$ cat config.mk
export PLATFORM = sky130hd
export DESIGN_NAME = f2i
export DESIGN_NICKNAME = d
export VERILOG_FILES = /design/src/rtl/f2i.sv
export SDC_FILE = /design/constraint.sdc
export NUM_CORES = 1
export LEC_CHECK = 0
export BUFFER_PORTS_ARGS = -buffer_cell sky130_fd_sc_hd__buf_2
export CORE_ASPECT_RATIO = 0.75
export CORE_MARGIN = 3
export CORE_UTILIZATION = 50
export DETAILED_ROUTE_END_ITERATION = 8
export GPL_ROUTABILITY_DRIVEN = 0
export GPL_TIMING_DRIVEN = 1
export PLACE_DENSITY = 0.83
export SLEW_MARGIN = 20
export SYNTH_ARGS = -nofsm -noshare
export SYNTH_HDL_FRONTEND = slang
export SYNTH_SLANG_ARGS = --single-unit
$ cat constraint.sdc
create_clock -name clk -period 2.1 [get_ports clk]
set_clock_uncertainty 0.05 [all_clocks]
set_input_delay 0 -clock clk [delete_from_list [all_inputs] [get_ports clk]]
set_output_delay 0 -clock clk [all_outputs]
set_load 0.005 [all_outputs]
$ cat src/rtl/f2i.sv
// ---------------------------------------------------------------------------
// f2i : bfloat16 -> signed Q8.7 fixed-point converter for the FLOG datapath.
//
// The operand is classified once on acceptance (zero, saturate, normal).
// Normal operands load 1.fract into a 15-bit magnitude register. A shifter
// then moves that register one bit per cycle until the binary point is in
// place, and the result is registered together with a one-cycle valid strobe.
//
// Ports
//   clk               rising-edge clock
//   rst               synchronous, active-low reset
//   valid_f2i_i       operand valid, only looked at while IDLE
//   sgn_i             operand sign
//   exp_i             biased exponent (bias = BIAS)
//   fract_i           stored fraction, hidden leading 1
//   parte_intera      two's-complement integer part
//   parte_frazionaria fractional part, 2^-FRACT_WIDTH per LSB
//   valid_f2i_o       one-cycle result strobe
//   ovf_o             saturation flag, qualified by valid_f2i_o
//   busy_o            high whenever the converter is not IDLE
// ---------------------------------------------------------------------------
package flog_pkg;
  localparam int EXP_WIDTH   = 8;
  localparam int FRACT_WIDTH = 7;
  localparam int BIAS        = 127;
endpackage

module f2i #(
  parameter int EXP_WIDTH   = flog_pkg::EXP_WIDTH,
  parameter int FRACT_WIDTH = flog_pkg::FRACT_WIDTH,
  parameter int BIAS        = flog_pkg::BIAS
) (
  input  logic                   clk,
  input  logic                   rst,
  input  logic                   valid_f2i_i,
  input  logic                   sgn_i,
  input  logic [EXP_WIDTH-1:0]   exp_i,
  input  logic [FRACT_WIDTH-1:0] fract_i,
  output logic [EXP_WIDTH-1:0]   parte_intera,
  output logic [FRACT_WIDTH-1:0] parte_frazionaria,
  output logic                   valid_f2i_o,
  output logic                   ovf_o,
  output logic                   busy_o
);

  localparam int W     = EXP_WIDTH + FRACT_WIDTH;
  localparam int CNT_W = $clog2(((EXP_WIDTH > FRACT_WIDTH) ? EXP_WIDTH : FRACT_WIDTH) + 1);

  // Unbiased-exponent thresholds: at or above E_SAT the integer part cannot
  // hold the value; at or below E_ZERO every mantissa bit falls off the LSB.
  localparam logic signed [EXP_WIDTH:0] BIAS_S = (EXP_WIDTH+1)'(BIAS);
  localparam logic signed [EXP_WIDTH:0] E_SAT  = (EXP_WIDTH+1)'(EXP_WIDTH - 1);
  localparam logic signed [EXP_WIDTH:0] E_ZERO = (EXP_WIDTH+1)'(-(FRACT_WIDTH + 1));

  localparam logic [W-1:0] SAT_POS = {1'b0, {(W-1){1'b1}}};
  localparam logic [W-1:0] SAT_NEG = {1'b1, {(W-1){1'b0}}};

  typedef enum logic [1:0] {IDLE, SHIFT, FINISH} state_t;
  typedef enum logic [1:0] {CLS_ZERO, CLS_SAT, CLS_NORM} cls_t;

  state_t state, state_nxt;
  cls_t   cls_q, cls_d;

  logic                        sgn_q;
  logic                        left_q, left_d;
  logic                        ovf_q, ovf_d;
  logic [W-1:0]                mag_q;
  logic [CNT_W-1:0]            cnt_q, cnt_d;
  logic signed [EXP_WIDTH:0]   e;
  logic [EXP_WIDTH:0]          e_abs;
  logic [W-1:0]                r_norm;

  assign e      = $signed({1'b0, exp_i}) - BIAS_S;
  assign busy_o = (state != IDLE);

  // Classification of the operand currently on the inputs. Only consumed
  // in IDLE when valid_f2i_i is high.
  // NOTE: every signal driven here gets a default first, so no path through
  // the block leaves it unassigned and no latch is inferred.
  always_comb begin
    cls_d  = CLS_NORM;
    ovf_d  = 1'b0;
    left_d = 1'b0;
    cnt_d  = '0;
    e_abs  = e[EXP_WIDTH] ? (EXP_WIDTH+1)'(-e) : (EXP_WIDTH+1)'(e);
    if (exp_i == '0 || e <= E_ZERO) begin
      cls_d = CLS_ZERO;
    end else if (exp_i == '1 || e >= E_SAT) begin
      cls_d = CLS_SAT;
      // -2^(EXP_WIDTH-1) is representable exactly: it only hits the rail.
      ovf_d = !(sgn_i && e == E_SAT && fract_i == '0 && exp_i != '1);
    end else begin
      left_d = (e > 0);
      cnt_d  = CNT_W'(e_abs);
    end
  end

  // State register.
  // NOTE: sequential state uses non-blocking assignments so every register
  // samples pre-edge values regardless of block ordering.
  always_ff @(posedge clk) begin
    if (!rst) state <= IDLE;
    else      state <= state_nxt;
  end

  always_comb begin
    state_nxt = state;
    case (state)
      IDLE:    if (valid_f2i_i) state_nxt = (cnt_d != '0) ? SHIFT : FINISH;
      SHIFT:   if (cnt_q == CNT_W'(1)) state_nxt = FINISH;
      FINISH:  state_nxt = IDLE;
      default: state_nxt = IDLE;
    endcase
  end

  // Two's complement of the aligned magnitude; a -0 wraps back to 0.
  assign r_norm = sgn_q ? (~mag_q + W'(1)) : mag_q;

  always_ff @(posedge clk) begin
    if (!rst) begin
      cls_q             <= CLS_ZERO;
      sgn_q             <= 1'b0;
      left_q            <= 1'b0;
      ovf_q             <= 1'b0;
      mag_q             <= '0;
      cnt_q             <= '0;
      parte_intera      <= '0;
      parte_frazionaria <= '0;
      valid_f2i_o       <= 1'b0;
      ovf_o             <= 1'b0;
    end else begin
      valid_f2i_o <= 1'b0;
      case (state)
        IDLE: begin
          if (valid_f2i_i) begin
            sgn_q  <= sgn_i;
            cls_q  <= cls_d;
            ovf_q  <= ovf_d;
            left_q <= left_d;
            cnt_q  <= cnt_d;
            mag_q  <= W'({1'b1, fract_i});
          end
        end
        SHIFT: begin
          mag_q <= left_q ? (mag_q << 1) : (mag_q >> 1);
          cnt_q <= cnt_q - CNT_W'(1);
        end
        FINISH: begin
          valid_f2i_o <= 1'b1;
          ovf_o       <= ovf_q;
          case (cls_q)
            CLS_NORM: {parte_intera, parte_frazionaria} <= r_norm;
            CLS_SAT:  {parte_intera, parte_frazionaria} <= sgn_q ? SAT_NEG : SAT_POS;
            default:  {parte_intera, parte_frazionaria} <= '0;
          endcase
        end
        default: ;
      endcase
    end
  end

endmodule

Word level (Yosys, flattened, before mapping)
Cells that the tools add are included.
{ "word_totals": {"ff_bits": 43} }
{ "classes": {"eq_ne": 10, "mux": 23, "reduce_logical": 15, "n_lt_le_gt_ge": 3, "addsub": 4, "bitwise": 1} }
{ "op_table": {"columns": ["op", "n"], "rows": [
  ["$mux W15", 4],
  ["$pmux W15 S2", 1],
  ["$mux W4", 4],
  ["$pmux W8 S2", 1],
  ["$add A15 B1 Y15 const B", 1],
  ["$not A15 Y15", 1],
  ["$pmux W7 S2", 1],
  ["$mux W2", 5],
  ["$eq A9 B4 Y1 const B", 1],
  ["$ge A9 B4 Y1 const B", 1],
  ["$gt A9 B1 Y1 const B", 1],
  ["$le A9 B4 Y1 const B", 1],
  ["$sub A8 B7 Y9 const B", 1],
  ["$eq A8 B8 Y1 const B", 1],
  ["$logic_not A8 Y1", 1],
  ["$ne A8 B8 Y1 const B", 1],
  ["$pmux W4 S2", 1],
  ["$logic_not A7 Y1", 1],
  ["$reduce_and A2 Y1", 3],
  ["$mux W1", 5],
  ["$eq A2 B1 Y1 const B", 2],
  ["$eq A2 B2 Y1 const B", 2],
  ["$eq A4 B1 Y1 const B", 1],
  ["$ne A2 B2 Y1 const B", 2],
  ["other kinds (9)", 13]
]} }

Logic depth before layout (Yosys ltp)
Gate-level depths: netlist (run 1).
{ "depth": {"depth_word": 9, "ltp_mapped": 8, "ltp_nobuf": 8} }

Worst setup path after synthesis (run 1)
Ideal clock, no wire load.
{ "synth_path": {"path_kind": "register to register", "start": "reg mag_q[6]", "end": "reg parte_intera[7]", "path_stages_with_launch": 7, "t_arrival_ns": 1.850, "path_buffers": 1, "slack_ns": 0.069, "setup_ns": 0.130, "path_cell_list": "dfxtp_1 > buf_6 > or4_4 > or4_4 > o31ai_4 > xor2_1 > o22ai_1"} }
{ "synth_between": {"elab_chain_cells": 4} }
{ "synth_lines": {"columns": ["item", "line", "source"], "rows": [
  ["start, declared", "67", "logic [W-1:0] mag_q;"],
  ["start signal, assigned", "141", "mag_q <= W'({1'b1, fract_i});"],
  ["start signal, assigned", "145", "mag_q <= left_q ? (mag_q << 1) : (mag_q >> 1);"],
  ["$not A15 Y15", "117", "assign r_norm = sgn_q ? (~mag_q + W'(1)) : mag_q;"],
  ["$add A15 B1 Y15", "117", null],
  ["$mux W15", "117", null],
  ["$pmux W8 S2", "151", "case (cls_q)"],
  ["end signal, assigned", "152", "CLS_NORM: {parte_intera, parte_frazionaria} <= r_norm;"],
  ["end signal, assigned", "153", "CLS_SAT: {parte_intera, parte_frazionaria} <= sgn_q ? SAT_NEG : SAT_POS;"],
  ["end, declared", "39", "output logic [EXP_WIDTH-1:0] parte_intera,"]
]} }
Every way passes these cells.
A chain may end at the register's enable or synchronous reset.

Worst setup path after layout (run 1)
{ "layout_path": {"start": "reg mag_q[0]", "end": "reg parte_intera[4]"} }
Same word-level chain as after synthesis.

==> qor.txt, run 1 <==
LOGIC SYNTHESIS
-----------------------------------------------------------------------------------
Number of nets produced by synthesis                                            339
Cell with the most instances after synthesis                           sky130_fd_sc_hd__nor2_1
Number of different library cells in the post-synthesis netlist                  56
Dominant cells by area after synthesis                                 sky130_fd_sc_hd__dfxtp_1, sky130_fd_sc_hd__nor2_1, sky130_fd_sc_hd__a21oi_1, sky130_fd_sc_hd__mux2i_1, sky130_fd_sc_hd__xnor2_1
FFs w/ async S/R, synth                                                           0
Synth warnings                                                                    0
Mapped Cells                                                                    312
Post-synthesis instance area                                            0.00252 mm2
Area share of the leading cell type in the synthesized netlist                0.342
Seq/Total Area, Yosys                                                         0.342
Cell type contributing the most total cell area after synthesis        sky130_fd_sc_hd__dfxtp_1
Commonest cells post-synth                                             sky130_fd_sc_hd__nor2_1, sky130_fd_sc_hd__dfxtp_1, sky130_fd_sc_hd__a21oi_1
Register bit count reported by yosys                                             43
EDFF count, synth                                                                 0
Ys flop type                                                           sky130_fd_sc_hd__dfxtp_1
Avg Inst Size Synth                                                        8.07 um2

FINISH
-----------------------------------------------------------------------------------
Antenna diode instance count                                                      0
Filler Cells Inserted                                                           402
Area of combinational cells with multiple inputs                        0.00154 mm2
Share of layout cells above drive strength 1                                  0.187
Count of nets after finishing                                                   384
Area used by sequential logic in the layout                                 861 um2
Synthesis-to-finish area growth                                               16.4%
Count of placed standard cells in the final layout, fillers left out            415

SETUP PATH
-----------------------------------------------------------------------------------
Slowest Stage Delay on Critical Path                                        0.55 ns
Arrival time worst endpoint                                                 2.13 ns
Worst Setup Start Kind                                                         flop
Highest-delay cell along the critical path                             sky130_fd_sc_hd__or4_1
Crit path max-delay family                                             simple AND/OR/NAND/NOR gates
Category of the critical setup timing path                             flop to flop
Startpoint of the most critical setup path                             mag_q[0]$_SDFFE_PN0P_
Worst Path Buf+Inv                                                                0
Biggest fanout along the worst timing path                                        4
Startpoint of the worst-slack reg-to-reg timing path                   mag_q[0]$_SDFFE_PN0P_
Required arrival time at the worst endpoint                                 2.21 ns
Critical path, cell by cell                                            or4_1 -> or3_4 -> o31ai_1 -> xor2_1 -> o22ai_1
CP Capture Type                                                                flop

TIMING
-----------------------------------------------------------------------------------
Crit path time final                                                        2.02 ns
Worst-Margin Slew                                                          0.823 ns
Ratio of final minimum period to clock period                                 0.964
Summed negative setup slack over all endpoints                                 0 ns
Total setup violations reported at the end of the flow                            0
Worst max-slew margin expressed relative to the limit                         0.447
Final slew viol count                                                             0
Final hold violations                                                             0
Setup repair after global routing missed its margin                              no
Highest clock frequency the design can meet                               0.494 GHz

GLOBAL ROUTING
-----------------------------------------------------------------------------------
Met3 track utilization from global routing                                   0.0415
Met2 track demand over resource in global routing                             0.314
Wire length of the first global-routing pass                                10.1 mm
Largest net degree at the start of global routing                                24
Grt peak-use layer                                                             met1
Total global routing overflow                                                     0
Antenna violations before repair                                                  0
Aggregate global-route resource usage                                         0.219
Met1 usage in global routing                                                  0.324
Vias in the first global route                                                 2086

POWER
-----------------------------------------------------------------------------------
Sequential cell fraction of total power                                       0.502
Static leakage power                                                        1.17 nW
Internal Pwr Total                                                          1.20 mW
Power share of the combinational group                                        0.193
Part of the total power dissipated in the clock network                       0.305
Max IR drop VDD                                                            0.225 mV
Total power per unit cell area                                           582 mW/mm2
Net switching component of the power                                         505 uW
Switching share of total power                                                0.296

PLACED DESIGN
-----------------------------------------------------------------------------------
Port-buffer cells                                                                36
HPWL reported at the end of detailed placement                              4.55 mm
Placed insts                                                                    404

DETAILED ROUTING
-----------------------------------------------------------------------------------
Via-per-instance ratio                                                         5.92
First DRT Iteration DRCs                                                        160
Vias                                                                           2458
Average wire per standard cell                                              14.6 um
Remaining antenna violation count                                                 0
Total iterations of the first detailed-routing run                                5
DR DRC count                                                                      0
Total wire length                                                           6.07 mm

DIE
-----------------------------------------------------------------------------------
Die area                                                                0.00593 mm2
Top-Level Pins                                                                   37
FP Rows                                                                          21
Initial core utilization                                                      0.542
Area of the core region                                                 0.00465 mm2
Floorplan die height                                                        67.5 um
Width of the chip                                                           88.0 um

CLOCK NETWORK
-----------------------------------------------------------------------------------
Clock sink total                                                                 43
CTS tree                                                                       done
Total clock buffers created by CTS                                                5
Post-cts repair resize count                                                      0
H-tree levels                                                                     2
Register clock-pin slew on the reported worst setup and hold paths          0.08 ns
Clock latency at the later pin of the worst-skew pair                       0.31 ns
Root cell of the clock tree                                            sky130_fd_sc_hd__clkbuf_8
Clock buffer depth                                                                2

WORST HOLD PATH
-----------------------------------------------------------------------------------
Worst Min Path Start                                                    valid_f2i_i
Worst Hold Class                                                       primary input to flop

JOB
-----------------------------------------------------------------------------------
Max capacitance violation total                                                   0

STATUS
-----------------------------------------------------------------------------------
Status                                                                 finished clean

[kinds of logic (layout without fill, tap and decap cells)]
logic type | count (synthesis) | count (layout) | share of synthesized area
buffers and inverters | 30 | 76 | 0.0477
and+or+nand+nor | 107 | 107 | 0.209
AOI/OAI and AO/OA | 91 | 91 | 0.241
DFF | 43 | 43 | 0.342
adders and majority gates | 8 | 8 | 0.0397
muxes | 13 | 13 | 0.0517
xor gates and xnor gates | 20 | 20 | 0.0695
[cell type report]
| cell class | count | area share |
|---|---|---|
| multi-input cells | 239 | 0.524 |
| flip-flops and latches | 43 | 0.294 |
| repair buffers | 55 | 0.113 |
| well taps | 57 | 0.0243 |
| clock buffers | 5 | 0.0235 |
| inverters | 13 | 0.0166 |
| clock inverters | 3 | 0.00512 |
[sequential cells by signal, summed over array words and instances (netlist names)]
name and count:
cnt_q 4, mag_q 15, valid_f2i_o 1, parte_intera 8, parte_frazionaria 7, ovf_o 1
cls_q 2, left_q 1, state 2, ovf_q 1, sgn_q 1
[per-layer routing]
layer | up-vias | routed length [um]
met5 | - | 0
met4 | 0 | 82
met3 | 9 | 420
met2 | 93 | 2430
met1 | 1139 | 3140
li1 | 1217 | -
[repair_timing]
item                      CTS  global route
setup buffers               0             0
hold endpoints to repair    7             0
hold buffers                3             0
[worst paths after layout]
kind	end	slack, ns	depth (start not counted)
max reg2reg	parte_intera[4]$_SDFFE_PN0P_	0.08	5
min	state[1]$_SDFFE_PN0P_	0.08	5
min reg2reg	parte_intera[3]$_SDFFE_PN0P_	0.41	2
max	parte_intera[4]$_SDFFE_PN0P_	0.08	5
[placed cells by master (no fill, tap or decap), types with 13 or more instances in the layout]
cell type / instances
sky130_fd_sc_hd__a21oi_1: 33
sky130_fd_sc_hd__buf_2: 36
sky130_fd_sc_hd__buf_4: 16
sky130_fd_sc_hd__dfxtp_1: 43
sky130_fd_sc_hd__inv_1: 13
sky130_fd_sc_hd__mux2i_1: 13
sky130_fd_sc_hd__nand2_1: 16
sky130_fd_sc_hd__nor2_1: 50
sky130_fd_sc_hd__xnor2_1: 13
[tightest hold or removal path, cell delays in order]
cell,delay (ns)
sky130_fd_sc_hd__buf_2,0.10
sky130_fd_sc_hd__inv_1,0.06
sky130_fd_sc_hd__a21oi_1,0.11
sky130_fd_sc_hd__nand2_1,0.08
sky130_fd_sc_hd__a311oi_1,0.04
[power by group through the flow]
| stage | Combinational (mW) | Clock [mW] | Sequential [mW] |
|---|---|---|---|
| finish | 0.330 | 0.520 | 0.857 |
| global route | 0.363 | 0.558 | 0.860 |
| CTS | 0.327 | 0.524 | 0.856 |
| detailed placement | 0.321 | 0 | 0.876 |
| global placement | 0.313 | 0 | 0.874 |
| floorplan | 0.222 | 0 | 0.874 |
[through the flow]
| step | setup WS [ns] | utilization | total power [mW] | hold slack (ns) | area [um2] |
|---|---|---|---|---|---|
| 6_report | 0.0765 | 0.631 | 1.71 | 0.0809 | 2930 |
| 3_5_place_dp | 0.105 | 0.606 | 1.20 | 0.234 | 2820 |
| 4_1_cts | 0.0856 | 0.631 | 1.71 | 0.0644 | 2930 |
| 3_3_place_gp | 0.148 | 0.606 | 1.19 | 0.232 | 2820 |
| 2_1_floorplan | 0.0695 | - | 1.10 | 0.0860 | 2520 |
| 5_1_grt | 0.0214 | 0.631 | 1.78 | 0.0984 | 2930 |
Note: power is estimated with default switching activity, not from simulation.
==> run 2, diff against run 1 <==
- PLACE_DENSITY: 0.83 -> 0.7
==> qor.txt, run 2 (synthesis results as in run 1) <==
DIE
-----------------------------------------------------------------------------------
Die area                                                                0.00593 mm2
Initial core utilization                                                      0.542
Area of the core region                                                 0.00465 mm2
Floorplan die height                                                        67.5 um
Top-Level Pins                                                                   37
FP Rows                                                                          21
Width of the chip                                                           88.0 um

FINISH
-----------------------------------------------------------------------------------
Count of nets after finishing                                                   385
Antenna diode instance count                                                      0
Top register by number of flip-flops                                          mag_q
Synthesis-to-finish area growth                                               16.6%
Final core occ                                                                0.632
Top library cells by usage in the layout, fill and taps aside          sky130_fd_sc_hd__nor2_1, sky130_fd_sc_hd__dfxtp_1, sky130_fd_sc_hd__buf_2, sky130_fd_sc_hd__a21oi_1, sky130_fd_sc_hd__buf_4
Largest registers                                                      mag_q (15), parte_intera (8), parte_frazionaria (7)
Share of layout cells above drive strength 1                                  0.184
Max FFs per register                                                             15
Summed area of non-filler cells in the final layout                     0.00294 mm2
Most common cell after layout, fill and taps aside                     sky130_fd_sc_hd__nor2_1
Count of placed standard cells in the final layout, fillers left out            416

TIMING
-----------------------------------------------------------------------------------
Worst-Margin Slew                                                          0.824 ns
Crit path time final                                                        1.97 ns
Setup repair after global routing missed its margin                              no
Summed negative setup slack over all endpoints                                 0 ns
Final slew viol count                                                             0
Worst max-slew margin expressed relative to the limit                         0.446
Ratio of final minimum period to clock period                                 0.940
Worst slack on hold paths                                                 0.0709 ns
Final hold violations                                                             0
Final worst slack                                                          0.126 ns
Highest clock frequency the design can meet                               0.506 GHz
Total setup violations reported at the end of the flow                            0

PLACED DESIGN
-----------------------------------------------------------------------------------
Placed insts                                                                    405
Port-buffer cells                                                                36
Area post-placement                                                     0.00283 mm2
HPWL reported at the end of detailed placement                              4.42 mm
Worst slack, placed                                                        0.138 ns

DETAILED ROUTING
-----------------------------------------------------------------------------------
Vias                                                                           2328
Total iterations of the first detailed-routing run                                4
Total wire length                                                           5.88 mm
First DRT Iteration DRCs                                                        178
Remaining antenna violation count                                                 0
Via-per-instance ratio                                                         5.60
DR DRC count                                                                      0
Average wire per standard cell                                              14.1 um

CLOCK NETWORK
-----------------------------------------------------------------------------------
Total clock buffers created by CTS                                                5
Register clock-pin slew on the reported worst setup and hold paths          0.08 ns
H-tree levels                                                                     2
Post-CTS setup buffer count                                                       0
Count of hold buffers inserted by post-cts repair                                 3
Post-cts repair resize count                                                      0
Root cell of the clock tree                                            sky130_fd_sc_hd__clkbuf_8
Clock latency at the later pin of the worst-skew pair                       0.30 ns
Clock buffer depth                                                                2
Clock sink total                                                                 43
CTS tree                                                                       done

SETUP PATH
-----------------------------------------------------------------------------------
Category of the critical setup timing path                             flop to flop
Slack of the worst reg-to-reg path                                          0.13 ns
CP Capture Type                                                                flop
Arrival time worst endpoint                                                 2.09 ns
Highest-delay cell along the critical path                             sky130_fd_sc_hd__or4_4
Slowest Stage Delay on Critical Path                                        0.55 ns
Worst Setup Start Kind                                                         flop
Critical path, cell by cell                                            or4_4 -> or4_4 -> o31ai_4 -> xor2_1 -> o22ai_1
Required arrival time at the worst endpoint                                 2.22 ns
Most frequent cell on the critical path                                sky130_fd_sc_hd__or4_4
Biggest fanout along the worst timing path                                        4

POWER
-----------------------------------------------------------------------------------
Sequential cell fraction of total power                                       0.505
Switching share of total power                                                0.287
Net switching component of the power                                         486 uW
Static leakage power                                                        1.17 nW
Internal Pwr Total                                                          1.21 mW
Total power per unit cell area                                           577 mW/mm2
Overall power                                                               1.69 mW
Max IR drop VDD                                                            0.252 mV
Part of the total power dissipated in the clock network                       0.302
Power share of the combinational group                                        0.193

GLOBAL ROUTING
-----------------------------------------------------------------------------------
Wire length of the first global-routing pass                                9.64 mm
Vias in the first global route                                                 1993
Aggregate global-route resource usage                                         0.212
Largest net degree at the start of global routing                                25
Antenna violations before repair                                                  0
Total global routing overflow                                                     0

WORST HOLD PATH
-----------------------------------------------------------------------------------
Worst Hold Class                                                       primary input to flop

STATUS
-----------------------------------------------------------------------------------
Status                                                                 finished clean

JOB
-----------------------------------------------------------------------------------
Max capacitance violation total                                                   0

## run 2: layer usage
metal / global-route usage / wire length (um) / up-vias
li1: - / - / 1214
met1: 0.322 / 3080 / 1018
met2: 0.290 / 2310 / 88
met3: 0.0427 / 426 / 8
met4: 0.0747 / 63 / 0
met5: 0 / 0 / -
## run 2: final cells by class
cell class / count / area [um2]
fillers: 437 / 1710
well taps: 57 / 71.3
multi-input cells: 239 / 1540
repair buffers: 56 / 338
clock inverters: 1 / 5.00
flip-flops and latches: 43 / 861
inverters: 13 / 48.8
clock buffers: 7 / 76.3
## run 2: critical path, delay by kind of cell, from the launching register on
family          cells  cell delay [ns]
xor+xnor            1             0.16
compound gates      2             0.32
flops               1             0.31
simple gates        2             1.00
## run 2: worst paths after layout
check | startpoint | to | depth (start not counted)
worst min register to register | ovf_o$_SDFFE_PN0P_ | ovf_o$_SDFFE_PN0P_ | 2
worst max-delay path | mag_q[6]$_SDFFE_PN0P_ | parte_intera[7]$_SDFFE_PN0P_ | 5
worst min-delay path | valid_f2i_i | state[1]$_SDFFE_PN0P_ | 5
worst max register to register | mag_q[6]$_SDFFE_PN0P_ | parte_intera[7]$_SDFFE_PN0P_ | 5
## run 2: power groups by stage
| stage | sequential (mW) | clock (mW) | combinational, mW |
|---|---|---|---|
| floorplan | 0.874 | 0 | 0.222 |
| global placement | 0.874 | 0 | 0.317 |
| detailed placement | 0.875 | 0 | 0.319 |
| CTS | 0.855 | 0.520 | 0.324 |
| global route | 0.859 | 0.550 | 0.360 |
| finish | 0.856 | 0.512 | 0.326 |
